File: src/rtl/keypad_scanner.sv
// keypad_scanner: 5x4 matrix keypad scanner with frame-level debounce; optional auto-repeat via KEYPAD_REPEAT_EN.
module keypad_scanner #(
  parameter int SCAN_DIV        = 1000,
  parameter int DEBOUNCE_FRAMES = 4,
  parameter int REPEAT_FRAMES   = 20
) (
  input  logic       clk,
  input  logic       rst,
  output logic [4:0] row,
  input  logic [3:0] col,
  output logic [4:0] keyCode,
  output logic       keyReady,
  output logic       keyHeld
);
  localparam int DW = $clog2(SCAN_DIV);
  localparam logic [DW-1:0] DIV_LAST = DW'(SCAN_DIV - 1);
  localparam int CW = $clog2(DEBOUNCE_FRAMES + 1);
  localparam logic [CW-1:0] DB = CW'(DEBOUNCE_FRAMES);
  localparam logic [4:0] NO_KEY = 5'h1F;

  if (SCAN_DIV < 4 || DEBOUNCE_FRAMES < 2 || REPEAT_FRAMES < 1) begin : g_bad_params
    $error("keypad_scanner: illegal parameter value");
  end

  typedef enum logic [1:0] {IDLE, PRESS_DB, HELD, RELEASE_DB} state_t;

  logic [3:0] colMeta, colSync;
  logic [DW-1:0] divCnt;
  logic [2:0] rowIdx;
  logic accAny, accMulti;
  logic [4:0] accCode;
  logic slotEnd, frameEnd;
  logic [2:0] zeros;
  logic [1:0] slotCol;
  logic [4:0] slotCode, fCode;
  logic slotOne, fAny, fMulti, frameNone, heldMatch, repPulse;

  state_t state, stateNx;
  logic [CW-1:0] cnt, cntNx;
  logic [4:0] cand, candNx, codeNx;
  logic readyNx, heldNx;

  assign row       = ~(5'd1 << rowIdx);
  assign slotEnd   = divCnt == DIV_LAST;
  assign frameEnd  = slotEnd && rowIdx == 3'd4;
  assign zeros     = {2'b0, ~colSync[0]} + {2'b0, ~colSync[1]} + {2'b0, ~colSync[2]} + {2'b0, ~colSync[3]};
  assign slotCol   = !colSync[0] ? 2'd0 : !colSync[1] ? 2'd1 : !colSync[2] ? 2'd2 : 2'd3;
  assign slotCode  = {rowIdx, slotCol};
  assign slotOne   = zeros == 3'd1;
  // The frame result folds in the final slot's sample combinationally so it is ready on the sampling edge.
  assign fMulti    = accMulti || zeros > 3'd1 || (slotOne && accAny);
  assign fAny      = accAny || zeros != 3'd0;
  assign fCode     = slotOne ? slotCode : accCode;
  assign frameNone = !fAny || fMulti;
  assign heldMatch = !frameNone && fCode == keyCode;

  always_ff @(posedge clk or posedge rst)
    if (rst) begin
      colMeta  <= 4'hF;
      colSync  <= 4'hF;
      divCnt   <= '0;
      rowIdx   <= 3'd0;
      accAny   <= 1'b0;
      accMulti <= 1'b0;
      accCode  <= NO_KEY;
    end else begin
      colMeta <= col;
      colSync <= colMeta;
      divCnt  <= slotEnd ? '0 : divCnt + 1'b1;
      if (slotEnd) begin
        rowIdx   <= frameEnd ? 3'd0 : rowIdx + 3'd1;
        accAny   <= !frameEnd && fAny;
        accMulti <= !frameEnd && fMulti;
        accCode  <= frameEnd ? NO_KEY : fCode;
      end
    end

`ifdef KEYPAD_REPEAT_EN
  localparam int RW = $clog2(REPEAT_FRAMES + 1);
  localparam logic [RW-1:0] REP_LAST = RW'(REPEAT_FRAMES - 1);
  logic [RW-1:0] repCnt;
  logic repHit;
  assign repHit   = frameEnd && state == HELD && heldMatch;
  assign repPulse = repHit && repCnt == REP_LAST;
  // Held at zero outside HELD, so every entry into HELD starts a fresh repeat period.
  always_ff @(posedge clk or posedge rst)
    if (rst) repCnt <= '0;
    else if (state != HELD) repCnt <= '0;
    else if (repHit) repCnt <= repPulse ? '0 : repCnt + 1'b1;
`else
  assign repPulse = 1'b0;
`endif

  always_ff @(posedge clk or posedge rst)
    if (rst) begin
      state    <= IDLE;
      cnt      <= '0;
      cand     <= NO_KEY;
      keyCode  <= NO_KEY;
      keyReady <= 1'b0;
      keyHeld  <= 1'b0;
    end else begin
      state    <= stateNx;
      cnt      <= cntNx;
      cand     <= candNx;
      keyCode  <= codeNx;
      keyReady <= readyNx;
      keyHeld  <= heldNx;
    end

  always_comb begin
    stateNx = state;
    cntNx   = cnt;
    candNx  = cand;
    codeNx  = keyCode;
    readyNx = 1'b0;
    heldNx  = keyHeld;
    if (frameEnd)
      case (state)
        IDLE:
          if (!frameNone) begin
            stateNx = PRESS_DB;
            candNx  = fCode;
            cntNx   = CW'(1);
          end
        PRESS_DB:
          if (frameNone) begin
            stateNx = IDLE;
            cntNx   = '0;
            candNx  = NO_KEY;
          end else if (fCode == cand) begin
            cntNx = cnt + 1'b1;
            if (cntNx == DB) begin
              stateNx = HELD;
              codeNx  = cand;
              heldNx  = 1'b1;
              readyNx = 1'b1;
            end
          end else begin
            candNx = fCode;
            cntNx  = CW'(1);
          end
        HELD:
          if (!heldMatch) begin
            stateNx = RELEASE_DB;
            cntNx   = CW'(1);
          end else readyNx = repPulse;
        default:
          if (heldMatch) stateNx = HELD;
          else begin
            cntNx = cnt + 1'b1;
            if (cntNx == DB) begin
              stateNx = IDLE;
              cntNx   = '0;
              candNx  = NO_KEY;
              codeNx  = NO_KEY;
              heldNx  = 1'b0;
            end
          end
      endcase
  end
endmodule

File: config.mk
export PLATFORM = sky130hd
export DESIGN_NAME = keypad_scanner
export DESIGN_NICKNAME = d
export VERILOG_FILES = /design/src/rtl/keypad_scanner.sv
export SDC_FILE = /design/constraint.sdc
export NUM_CORES = 1
export LEC_CHECK = 0
export CORE_ASPECT_RATIO = 1.1
export CORE_MARGIN = 4
export CORE_UTILIZATION = 50
export DETAILED_ROUTE_END_ITERATION = 10
export PLACE_DENSITY = 0.75
export SLEW_MARGIN = 15
export SYNTH_ARGS = -nofsm -noshare
export SYNTH_HDL_FRONTEND = slang
export SYNTH_SLANG_ARGS = --single-unit
File: constraint.sdc
create_clock -name clk -period 4.3 [get_ports clk]
set_clock_uncertainty 0.15 [all_clocks]
set_input_delay 1.29 -clock clk [delete_from_list [all_inputs] [get_ports clk]]
set_output_delay 1.29 -clock clk [all_outputs]
set_load 0.01 [all_outputs]
==> summary.txt, run 1 <==
Placed design
  – Dpl cells: 314
  – DP Area: 2736 um2
  – Routability Congestion: around 0.88
  – Pre-CTS setup slack: roughly 0.25 ns
  – Port bufs: 17
  – Final HPWL DP: between 3000 and 4000 um

Timing
  – Setup ws final: 0.2697 ns
  – Setup TNS: 0 ns
  – Hold slack: about 0.21 ns
  – Worst Tran Pin Value: 0.7803 ns
  – Unrepaired setup endpoints after global routing: no
  – Slew Viols, Final: 0
  – Fin crit period: 4.030 ns
  – Hold Vio Cnt, Final: 0
  – Achievable Freq: 248.1 MHz
  – Relative slew slack: between 40 and 50%
  – Final setup vio count: 0
  – Tcrit/Tclk final: 93.73%

Route
  – Wire length per cell: 14.72 um
  – Pre-antenna DRT Iters: 4
  – Drt drc: 0
  – Final wirelength: 4739 um
  – Vias: 1,841
  – Number of vias per cell: 5.717
  – DR iter-0 viols: 174
  – Final ANT Viol Nets: 0

Layout
  – Layout Cells excl Fill: around 320
  – P&R area growth vs syn: 14.09%
  – Final Cell Area: roughly 2800 um2
  – Final Util: 59.96%
  – Commonest non-fill, non-tap cell in the layout: dfstp_2
  – Final net count: 288
  – ANT cells: 0
  – Commonest cells after routing, fill and taps aside: 23 x dfstp_2, 22 x nor2_1, 22 x dfrtp_1
  – Fill cell count: 403
  – Share of cells above drive strength 1: 17.67%

Global route
  – First-pass GRT wire length: roughly 8200 um
  – Gr usage total: 17.58%
  – Initial antenna violation count: 0
  – Vias in the first global route: 1,783
  – GR Overflow Total: 0
  – Maximum number of pins on one net before global-route repair: 33

Clock tree
  – CTS clk-pin slew, worst paths: 0.09 ns
  – Root Buffer: clkbuf_8
  – Clock latency on the worst-skew pair: ~0.31 ns
  – CTS buffer count: 5
  – Post-CTS Setup Bufs: 0
  – Clock sinks: 45
  – Clock Path Buffers: 2
  – TritonCTS clock tree: yes
  – Post-CTS resize count: 0
  – Hold buffers post-CTS: 0
  – CTS H-tree lvls: 2

Synth
  – Seq cells post-synth: 45
  – Synth top area cells: dfstp_2 24%, dfrtp_1 22%, ha_1 8.0%, nor2_1 3.3%, o21ai_0 3.2%
  – Area share of the largest cell type after synthesis: ~24%
  – Synthesized instance count: 244
  – Post-synth EDFFs: 0
  – Post-synthesis net count: 267
  – Post-synth ARST share: 100.0%
  – Register area share after synthesis: a little under half
  – Post-synthesis cell type count: 49
  – Main synth FF type: dfstp_2
  – Area leader, netlist: dfstp_2
  – Syn Std Cell Area: 2496 um2
  – Yosys warns: 0
  – Synth Area per Inst: 10.23 um2

Setup path
  – Critical Path End Type: flip-flop
  – Buf/Inv on CP: 2
  – Crit Reg-Reg Startpoint: colSync[1]
  – Worst R2R End: state[0]
  – Worst EP required: about 4.3 ns
  – Critical path cell sequence: fa_1 > inv_1 > ha_1 > inv_1 > ha_1 > nor3b_4 > mux2i_2 > xnor2_1 > or4_4 > nor2_4 > o2111ai_2 > mux2_1
  – CP peak stage delay: ~0.56 ns
  – Critical path data arrival time: 4.08 ns
  – CP Class: flip-flop to flip-flop
  – CP top delay family: simple AND/OR/NAND/NOR gates
  – Worst setup SP type: flip-flop
  – Register-to-register setup slack: 0.27 ns
  – Slowest-stage cell, CP: dfstp_2
  – Max Fanout on Critical Path: 7
  – Worst Reg-to-Reg Cells: 12

Pwr
  – Pwr dens: 291.7 nW/um2
  – Leakage: 1.201 nW
  – Overall Power: between 0.8 and 0.9 mW
  – Peak supply drop: between 200 and 300 uV

Floorplanning
  – Core box area: 4750 um2
  – Ports: 18
  – Die Y: roughly 82 um
  – Die W: 75.37 um
  – Die Area: slightly above 6000 um2
  – Std-Cell Rows: 26
  – Initial Utilization: ~53%

Min path
  – Hold Path Stages: 0
  – Worst Hold Path EP: colSync[3]
  – Worst hold start: colMeta[3]
  – Min-delay worst type: flip-flop to flip-flop

Job
  – Max_cap viols: 0

Status
  – Status: finished clean
-- power by group --
part           switching, mW  internal [mW]  total, mW
Clock                  0.148          0.175      0.322
Sequential           0.00209          0.431      0.433
Combinational         0.0433         0.0323     0.0755
-- worst max-delay path by stage --
stage,start,to,slack (ns),cells after the start
2_1_floorplan,colSync[1],state[0],0.53,12
3_3_place_gp,colSync[1],state[1],0.38,12
3_5_place_dp,colSync[1],state[0],0.25,12
4_1_cts,colSync[1],state[0],0.24,12
5_1_grt,colSync[1],state[0],0.08,12
6_report,colSync[1],state[0],0.27,12
-- state kept, by name, indices dropped and copies added (netlist names) --
register  count
divCnt       10
accCode       5
cand          5
keyCode       5
colMeta       4
colSync       4
cnt           3
rowIdx        3
state         2
accAny        1
accMulti      1
keyHeld       1
keyReady      1
-- per-layer routing --
| metal | global-route usage, % | share of wire [%] | wire length [um] | vias up |
|---|---|---|---|---|
| li1 | - | - | - | 908 |
| met1 | 23.07 | 46 | 2189 | 888 |
| met3 | 3.995 | 3.3 | 158 | 8 |
| met5 | 0 | 0 | 0 | - |
| met2 | 28.07 | 49 | 2300 | 37 |
| met4 | 6.818 | 1.9 | 90 | 0 |
-- cell usage after synthesis (6+ instances only) --
master and count:
nand3_1 11, xnor2_1 6, nand2_1 16, inv_1 16, a21oi_1 7, o21ai_0 16
dfstp_2 23, nor2_1 22, ha_1 16, xor2_1 8, a31oi_1 6, clkbuf_1 6
dfrtp_1 22
-- cells by family (layout without fill, tap and decap cells) --
group | after synthesis | in the layout | synth area share (%)
AO/OA/AOI/OAI | 57 | 57 | 15.79
XOR/XNOR | 14 | 14 | 4.912
adder cells (fa/ha/maj) | 17 | 17 | 8.822
buffers and inverters | 23 | 45 | 3.459
flip-flops | 45 | 45 | 46.27
multiplexers | 8 | 8 | 3.659
AND/OR/NAND/NOR | 80 | 80 | 17.09
-- final cells by class --
type | count | area, um2 | area share, %
Multi-Input combinational cell | 176 | 1255 | 44.07
Sequential cell | 45 | 1155 | 40.55
Timing Repair Buffer | 20 | 192.7 | 6.766
Clock buffer | 6 | 72.57 | 2.548
Tap cell | 56 | 70.07 | 2.460
Inverter | 17 | 63.81 | 2.241
Clock inverter | 2 | 38.79 | 1.362
Note: power is estimated with default switching activity, not from simulation.
==> run 2, diff against run 1 <==
PLACE_DENSITY = 0.79   (was 0.75)
==> run 2 against run 1 <==
Sequential share of layout area down 0.12 points; via count shrank 0.27%; setup slack improved by 0.032 ns; combinational power decreased by 0.5%; routed wire length is 1.9% lower; register-to-register slack improved by 0.03 ns; cell area is 0.31% higher; critical path type unchanged; global-route usage decreased by 0.36 points; final cell count is the same; maximum frequency rose by 0.80%.
==> summary.txt, run 2 (synthesis results as in run 1) <==
Status
  – Status: finished clean

Timing
  – Worst Tran Pin Value: 0.9405 ns
  – Slew Viols, Final: 0
  – Relative slew slack: 36.91%
  – Unrepaired setup endpoints after global routing: no
  – Tcrit/Tclk final: 92.98%
  – Fin crit period: about 4.0 ns
  – Setup TNS: 0 ns
  – Hold Vio Cnt, Final: 0
  – Achievable Freq: between 200 and 300 MHz
  – Final setup vio count: 0

Global route
  – GR Overflow Total: 0
  – First-pass GRT wire length: just over 8000 um
  – Vias in the first global route: 1,778
  – Gr usage total: between 10% and 20%
  – Maximum number of pins on one net before global-route repair: 28
  – Initial antenna violation count: 0

Clock tree
  – Post-CTS Setup Bufs: 0
  – Root Buffer: clkbuf_8
  – Hold buffers post-CTS: 0
  – TritonCTS clock tree: yes
  – CTS clk-pin slew, worst paths: 0.08 ns
  – Clock Path Buffers: 2
  – Clock latency on the worst-skew pair: 0.30 ns
  – CTS H-tree lvls: 2
  – Clock sinks: 45
  – Post-CTS resize count: 0
  – CTS buffer count: 5

Floorplanning
  – Die W: 75.37 um
  – Core box area: 4750 um2
  – Die Area: 6188 um2
  – Die Y: 82.11 um
  – Std-Cell Rows: 26
  – Ports: 18
  – Initial Utilization: 52.56%

Route
  – Pre-antenna DRT Iters: 4
  – Vias: 1,836
  – DR iter-0 viols: 136
  – Final ANT Viol Nets: 0
  – Drt drc: 0
  – Number of vias per cell: 5.702
  – Wire length per cell: 14.44 um
  – Final wirelength: 4649 um

Layout
  – Largest register FFs: 10
  – Commonest non-fill, non-tap cell in the layout: dfstp_2
  – ANT cells: 0
  – Share of cells above drive strength 1: around 18%
  – Final Util: 60.14%
  – P&R area growth vs syn: 14.44%
  – Most flop-heavy register: divCnt
  – Commonest cells after routing, fill and taps aside: 23 x dfstp_2, 22 x nor2_1, 22 x dfrtp_1
  – Final net count: 288

Setup path
  – Critical path data arrival time: 4.08 ns
  – CP Class: flip-flop to flip-flop
  – Worst setup SP type: flip-flop
  – Worst EP required: approximately 4.4 ns
  – Critical Path End Type: flip-flop
  – CP peak stage delay: 0.56 ns
  – Critical path cell sequence: fa_1 > inv_1 > ha_1 > inv_1 > ha_1 > nor3b_4 > mux2i_1 > xor2_1 > o21a_1 > nand3_1 > a21oi_1 > o22a_1
  – Slowest-stage cell, CP: dfstp_2
  – Max Fanout on Critical Path: 7

Job
  – Max_cap viols: 0

Placed design
  – Routability Congestion: 0.8778
  – Port bufs: 17
  – Final HPWL DP: between 3000 and 4000 um

Pwr
  – Peak supply drop: ~270 uV
  – Pwr dens: 292.1 nW/um2
  – Leakage: 1.200 nW

Min path
  – Min-delay worst type: flip-flop to flip-flop
## run 2: changes by cell type in the layout (fill, tap and decap cells not counted)
cell and change:
clkbuf_1 -1, clkbuf_8 +1, clkinv_1 +1, clkinv_4 -1, clkinvlp_4 +1, inv_2 -1
## run 2: final cells by class
type	instances	area (um2)
clock buffer	6	82.58
timing repair buffer	20	192.7
multi-input combinational	176	1255
inverter	17	63.81
fill	386	1893
clock inverter	2	37.54
tap	56	70.07
sequential	45	1155
## run 2: metal layers
| metal | GRT usage, % | wire length, um | vias up |
|---|---|---|---|
| met2 | 27.72 | 2251 | 40 |
| met5 | 0 | 0 | - |
| met3 | 3.027 | 166 | 7 |
| met4 | 5.245 | 63 | 0 |
| li1 | - | - | 904 |
| met1 | 23.67 | 2168 | 885 |
## run 2: critical path, delay by kind of cell (launching register included)
kind | cells | cell delay [ns]
adders and majority gates | 3 | 0.91
AOI/OAI and AO/OA | 3 | 0.91
DFF | 1 | 0.56
and+or+nand+nor | 2 | 0.55
muxes | 1 | 0.52
xor gates and xnor gates | 1 | 0.22
buffers and inverters | 2 | 0.11
## run 2: where the power goes
group	internal [mW]	switching [mW]
Combinational	0.0321	0.0430
Clock	0.189	0.138
Sequential	0.431	0.00223
Total	0.651	0.183
## run 2: per-stage QoR
stage	total power, mW	cell area (um2)	worst slack (ns)	hold WS (ns)	instances
2_1_floorplan	0.4978	2496	0.5318	0.1952	244
3_3_place_gp	0.5139	2736	0.3929	0.1957	314
3_5_place_dp	0.5163	2736	0.3017	0.1973	314
4_1_cts	0.8440	2856	0.2967	0.2093	322
5_1_grt	0.8683	2856	0.02446	0.2124	322
6_report	0.8344	2856	0.3017	0.2081	322
## run 2: path summary, 6_finish.rpt
kind	start	end	slack (ns)	cells past startpoint
max	colSync[1]	keyCode[3]	0.30	12
max in group asynchronous	rst	keyCode[0]	1.97	3
min reg2reg	colMeta[1]	colSync[1]	0.21	0
min	colMeta[1]	colSync[1]	0.21	0
min in group asynchronous	rst	keyReady	1.26	2
max reg2reg	colSync[1]	keyCode[3]	0.30	12
==> run 3, diff against run 2 <==
CORE_ASPECT_RATIO = unset   (was 1.1)
==> run 3 against run 2 <==
Sequential share of layout area is 0.14 points lower; critical path type unchanged; setup slack lost 0.0038 ns; combinational power is 2% higher; global-route usage grew 0.83 points; hold slack about the same; non-clock buffer count up 1; core utilization fell by 0.25 points; maximum frequency hardly changed; sequential power about the same; critical path depth unchanged; largest cell class unchanged.
==> summary.txt, run 3 (synthesis results as in run 1) <==
Clock tree
  – CTS buffer count: 5
  – CTS clk-pin slew, worst paths: approximately 0.080 ns
  – Post-CTS Setup Bufs: 0
  – TritonCTS clock tree: yes
  – Clock sinks: between 40 and 50
  – Root Buffer: clkbuf_8
  – Clock Path Buffers: 2
  – CTS H-tree lvls: 2
  – Clock latency on the worst-skew pair: around 0.30 ns

Placed design
  – Routability Congestion: 0.9152
  – Pre-CTS setup slack: about 0.30 ns
  – Final HPWL DP: 3618 um
  – DP Area: 2758 um2
  – Port bufs: 17

Setup path
  – Origin of the worst setup path: colSync[1]
  – Crit Reg-Reg Startpoint: colSync[1]
  – Worst Reg-to-Reg Cells: 12
  – Worst R2R End: state[1]
  – CP Class: flip-flop to flip-flop
  – Critical path data arrival time: slightly above 4 ns
  – Worst setup SP type: flip-flop
  – Worst EP required: 4.33 ns
  – Register-to-register setup slack: 0.30 ns
  – Critical Path End Type: flip-flop
  – CP peak stage delay: 0.56 ns
  – Max Fanout on Critical Path: 7
  – Critical path cell sequence: fa_1 > inv_1 > ha_1 > inv_1 > ha_1 > nor3b_4 > mux2i_2 > xnor2_1 > or4_4 > nor2_4 > o2111ai_2 > mux2_1
  – Slowest-stage cell, CP: dfstp_2
  – Crit path to: state[1]

Global route
  – First-pass GRT wire length: ~9000 um
  – Initial antenna violation count: 0
  – Gr usage total: between 10% and 20%
  – Vias in the first global route: 1,878
  – Maximum number of pins on one net before global-route repair: 27
  – GR Overflow Total: 0

Pwr
  – Reg power frac: about 54%
  – Pwr dens: 279.5 nW/um2
  – Pint: just over 0.6 mW
  – Combinational share of power: 9.6%
  – Overall Power: about 0.8 mW
  – Clock share of power: ~36%
  – Peak supply drop: around 230 uV
  – Sw Share: 23.70%
  – Leakage: 1.201 nW
  – Switching power total: 0.1899 mW

Route
  – Pre-antenna DRT Iters: 4
  – Vias: between 1,500 and 2,000
  – Top sig layer: met4
  – Number of vias per cell: 5.491
  – Drt drc: 0
  – Final wirelength: around 4800 um
  – Met1 wire length: between 2000 and 2500 um
  – Wire length on met3: about 180 um
  – Final ANT Viol Nets: 0
  – Wire length per cell: 14.34 um
  – DR iter-0 viols: 90
  – Met2 WL post-DR: 2288 um

Floorplanning
  – Die Y: 78.66 um
  – Std-Cell Rows: 25
  – Ports: 18
  – Die W: 78.66 um
  – Die Area: 6187 um2
  – Initial Utilization: 52.16%
  – Core box area: around 4800 um2

Timing
  – Setup TNS: 0 ns
  – Slew Viols, Final: 0
  – Unrepaired setup endpoints after global routing: no
  – Fin crit period: 4.002 ns
  – Tcrit/Tclk final: 93.07%
  – Setup ws final: 0.2979 ns
  – Achievable Freq: 249.9 MHz
  – Relative slew slack: between 30% and 40%
  – Hold Vio Cnt, Final: 0
  – Worst Tran Pin Value: 0.8988 ns
  – Final setup vio count: 0

Job
  – Max_cap viols: 0

Layout
  – Share of cells above drive strength 1: 18.35%
  – Commonest non-fill, non-tap cell in the layout: dfstp_2
  – Largest register FFs: 10
  – Commonest cells after routing, fill and taps aside: 23 x dfstp_2, 22 x nor2_1, 22 x dfrtp_1
  – Fill cell count: 387
  – Most flop-heavy register: divCnt
  – Final net count: about 290
  – Final Util: 59.90%
  – Final Cell Area: 2867 um2
  – P&R area growth vs syn: 14.84%
  – ANT cells: 0

Min path
  – Min-delay worst type: flip-flop to flip-flop

Status
  – Status: finished clean
## run 3: metrics by stage
stage               hold slack (ns)  cells
finish                       0.2081    334
global route                 0.2132    334
CTS                          0.2087    334
detailed placement           0.1970    326
global placement             0.1956    326
floorplan                    0.1952    244
## run 3: worst min-delay path by stage
stage,start,end,slack [ns],depth (start not counted)
after global routing,colMeta[0],colSync[0],0.21,0
final,colMeta[2],colSync[2],0.21,0
after global placement,colMeta[2],colSync[2],0.20,0
after CTS,colMeta[2],colSync[2],0.21,0
after detailed placement,colMeta[2],colSync[2],0.20,0
after floorplan,colMeta[0],colSync[0],0.20,0
## run 3: power groups by stage
stage	Combinational [mW]	Clock [mW]	Sequential (mW)
final	0.0767	0.292	0.433
after global routing	0.0853	0.319	0.433
after CTS	0.0763	0.298	0.433
after detailed placement	0.0759	0	0.440
after global placement	0.0737	0	0.440
after floorplan	0.0581	0	0.440
## run 3: timing repair
action / in CTS / in global routing
gates resized for setup: 0 / 1
hold buffers: 0 / 0
setup endpoints to repair: 0 / 1
## run 3: final cells by class
class / count / area [um2] / share of cell area (%)
Multi-Input combinational cell: 176 / 1259 / 43.91
Sequential cell: 45 / 1155 / 40.29
Timing Repair Buffer: 21 / 200.2 / 6.984
Clock buffer: 7 / 96.34 / 3.361
Tap cell: 67 / 83.83 / 2.924
Inverter: 17 / 63.81 / 2.226
Clock inverter: 1 / 8.758 / 0.3055
## run 3: metal layers
layer | track usage [%] | vias to the layer above
met4 | 6.469 | 0
met3 | 3.555 | 13
met2 | 28.95 | 44
met1 | 24.28 | 875
met5 | 0 | -
li1 | - | 902
## run 3: worst max-delay path, delay by kind of cell (launching register included)
kind	cells	cell delay (ns)
AO/OA/AOI/OAI	1	0.16
multiplexers	2	0.73
XOR/XNOR	1	0.13
flip-flops	1	0.56
adder cells (fa/ha/maj)	3	0.90
AND/OR/NAND/NOR	3	1.13
buffers and inverters	2	0.12
==> RTL edit (config.mk and constraints of run 3) <==
The parameter `SCAN_DIV` goes from 1000 to 500.
--- a/src/rtl/keypad_scanner.sv
+++ b/src/rtl/keypad_scanner.sv
@@ -1,6 +1,6 @@
 // keypad_scanner: 5x4 matrix keypad scanner with frame-level debounce; optional auto-repeat via KEYPAD_REPEAT_EN.
 module keypad_scanner #(
-  parameter int SCAN_DIV        = 1000,
+  parameter int SCAN_DIV        = 500,
   parameter int DEBOUNCE_FRAMES = 4,
   parameter int REPEAT_FRAMES   = 20
 ) (
Behaviour: no difference found for any inputs over 10 cycles, from zero or initial values and one cycle with rst high; that may be too few to reach the edited logic, so the function may still have changed.
==> RTL edit against run 3 <==
Global-route usage is 0.63 points lower; cell area is 2.6% higher; count of clock-buffer cells in the layout is 1 lower; sequential cell count is 1 lower; synthesized area is 1.6% lower; power is 5.1% higher; setup slack worse by 0.17 ns; wire length is 3.5% higher; critical path type unchanged.
==> RTL edit: results (changes against run 3) <==
Run status
  • Status: finished clean

Clock tree
  • Clk Latency, worst-skew pair: 0.30 ns (about the same)
  • Worst-path clk slew: 0.08 ns (about the same)
  • Clock Tree Buf Depth: 2 (unchanged)
  • CTS buffer count: 5 (unchanged)

Yosys
  • Synth warn: 0 (unchanged)
  • Syn Nets: 266 (-0.37%)
  • Fraction of registers with async set/reset: 1.00 (unchanged)
  • Xor-xnor portion of the synthesized cell area: 0.0428 (-0.00635)
  • Seq/Total Area, Yosys: 0.460 (-0.00288)
  • Top cells by area, synth: dfstp_2 (25%), dfrtp_1 (21%), ha_1 (8.1%)
  • Netlist cell types: 46 (-6.1%)
  • Compound-cell area share of the yosys netlist: 0.145 (-0.0128)
  • Synth top cells by count: nand2_1 (26), nor2_1 (26), dfstp_2 (23), dfrtp_1 (21)
  • Post-Synth Adder-Cell Area: 0.0896 (+0.00139)
  • Mux cell area share after synthesis: 0.0519 (+0.0153)

Worst setup path
  • Crit path largest cell delay: 0.58 ns (+0.02 ns)
  • CP max-delay cell: dfstp_2
  • Top delay family on crit path: simple AND/OR/NAND/NOR gates
  • Worst-path fanout max: 7 (unchanged)
  • Critical path class: flop to flop
  • Critical Path AT: 4.25 ns (+0.22 ns)

Global routing
  • Met3 Use GR: 0.0310 (-0.00459)
  • Largest net degree at the start of global routing: 23 (-15%)
  • Antenna violations before repair: 0 (unchanged)
  • First-pass GRT wire length: 8400 um (-4.4%)
  • Met2 Use GR: 0.308 (+0.0187)
  • Met1 Use GR: 0.211 (-0.0314)
  • Overall routing resource usage: 0.174 (-0.00630)
  • Vias in the first global route: 1827 (-2.7%)

Drt
  • Via/cell ratio: 5.45 (-0.78%)
  • Drt first-iter violations: 85 (-5.6%)
  • Drt pass-1 iters: 4 (unchanged)
  • Final WL: 4960 um (+3.5%)

Finish
  • Share of cells above drive strength 1: 0.204 (+0.0208)
  • Max reg flops: 9 (-1)
  • Diode count: 0 (unchanged)
  • Nets: 301 (+4.2%)
  • Reg with most FFs: divCnt

Power and ir drop
  • Peak supply drop: 0.196 mV (-14%)
  • Sw Ratio: 0.239 (+0.00176)
  • Pleak: 1.29 nW (+7.2%)

Worst hold path
  • Hold Path Class: flop to flop

Place
  • Final GP Congestion: 0.807 (-12%)
  • Setup WS pre-CTS: 0.0446 ns (-0.258 ns)
  • Post-DP HPWL: 3610 um (about the same)

Job
  • Max-Cap Viols: 0 (unchanged)

Timing
  • Slew @ Worst Pin: 0.831 ns (-0.0673 ns)
[RTL edit: worst paths after layout]
check	slack, ns	depth (start not counted)	startpoint	endpoint
max in group asynchronous	1.92	3	rst	accCode[3]
min in group asynchronous	1.30	2	rst	state[0]
worst min register to register	0.21	0	colMeta[2]	colSync[2]
worst max register to register	0.13	13	colSync[0]	cand[0]
worst min-delay path	0.21	0	colMeta[2]	colSync[2]
worst max-delay path	0.13	13	colSync[0]	cand[0]
[RTL edit: worst reg2reg max path, stage by stage, from the launching register on]
cell and delay, ns:
dfstp_2 0.58, fa_1 0.40, inv_1 0.07, ha_1 0.16, inv_1 0.07, ha_4 0.24
or3b_1 0.38, and2_1 0.19, or3_1 0.36, a2111o_1 0.43, or2_4 0.27, o311ai_4 0.30
buf_6 0.17, mux2_2 0.33
[RTL edit: metrics by stage]
stage | instances | cell area [sq um] | util | power [mW]
floorplan | 243 | 2460 | - | 0.495
global placement | 336 | 2800 | 0.588 | 0.523
detailed placement | 336 | 2800 | 0.588 | 0.526
CTS | 344 | 2900 | 0.611 | 0.839
global route | 346 | 2940 | 0.619 | 0.877
finish | 346 | 2940 | 0.619 | 0.842
[RTL edit: layer usage]
metal,vias to the layer above,part of all wire
met5,-,0
met3,11,0.031
li1,921,-
met4,0,0.020
met2,28,0.52
met1,925,0.43
[RTL edit: cells by family (layout without fill, tap and decap cells)]
group / count (synthesis) / after routing
fa+ha+maj: 17 / 17
simple gates: 90 / 90
xor+xnor: 12 / 12
compound gates: 49 / 49
mux: 12 / 12
buf+inv: 19 / 55
flops: 44 / 44
[RTL edit: area by class of cell]
class                   instances  area (sq um)
inverters                      16          60.1
multi-input cells             180          1280
clock inverters                 2          35.0
fillers                       404          1810
repair buffers                 31           279
well taps                      67          83.8
flip-flops and latches         44          1130
clock buffers                   6          72.6
[RTL edit: power by group through the flow]
stage	Sequential, mW	Combinational (mW)	Clock (mW)
2_1_floorplan	0.430	0.0647	0
3_3_place_gp	0.431	0.0922	0
3_5_place_dp	0.431	0.0952	0
4_1_cts	0.424	0.0960	0.320
5_1_grt	0.424	0.115	0.339
6_report	0.423	0.103	0.316
[RTL edit: timing repair]
action / in CTS / in global routing
resized for setup: 0 / 5
endpoints found under the setup margin: 0 / 6
setup buffers: 0 / 2
endpoints found under the hold margin: 0 / 0
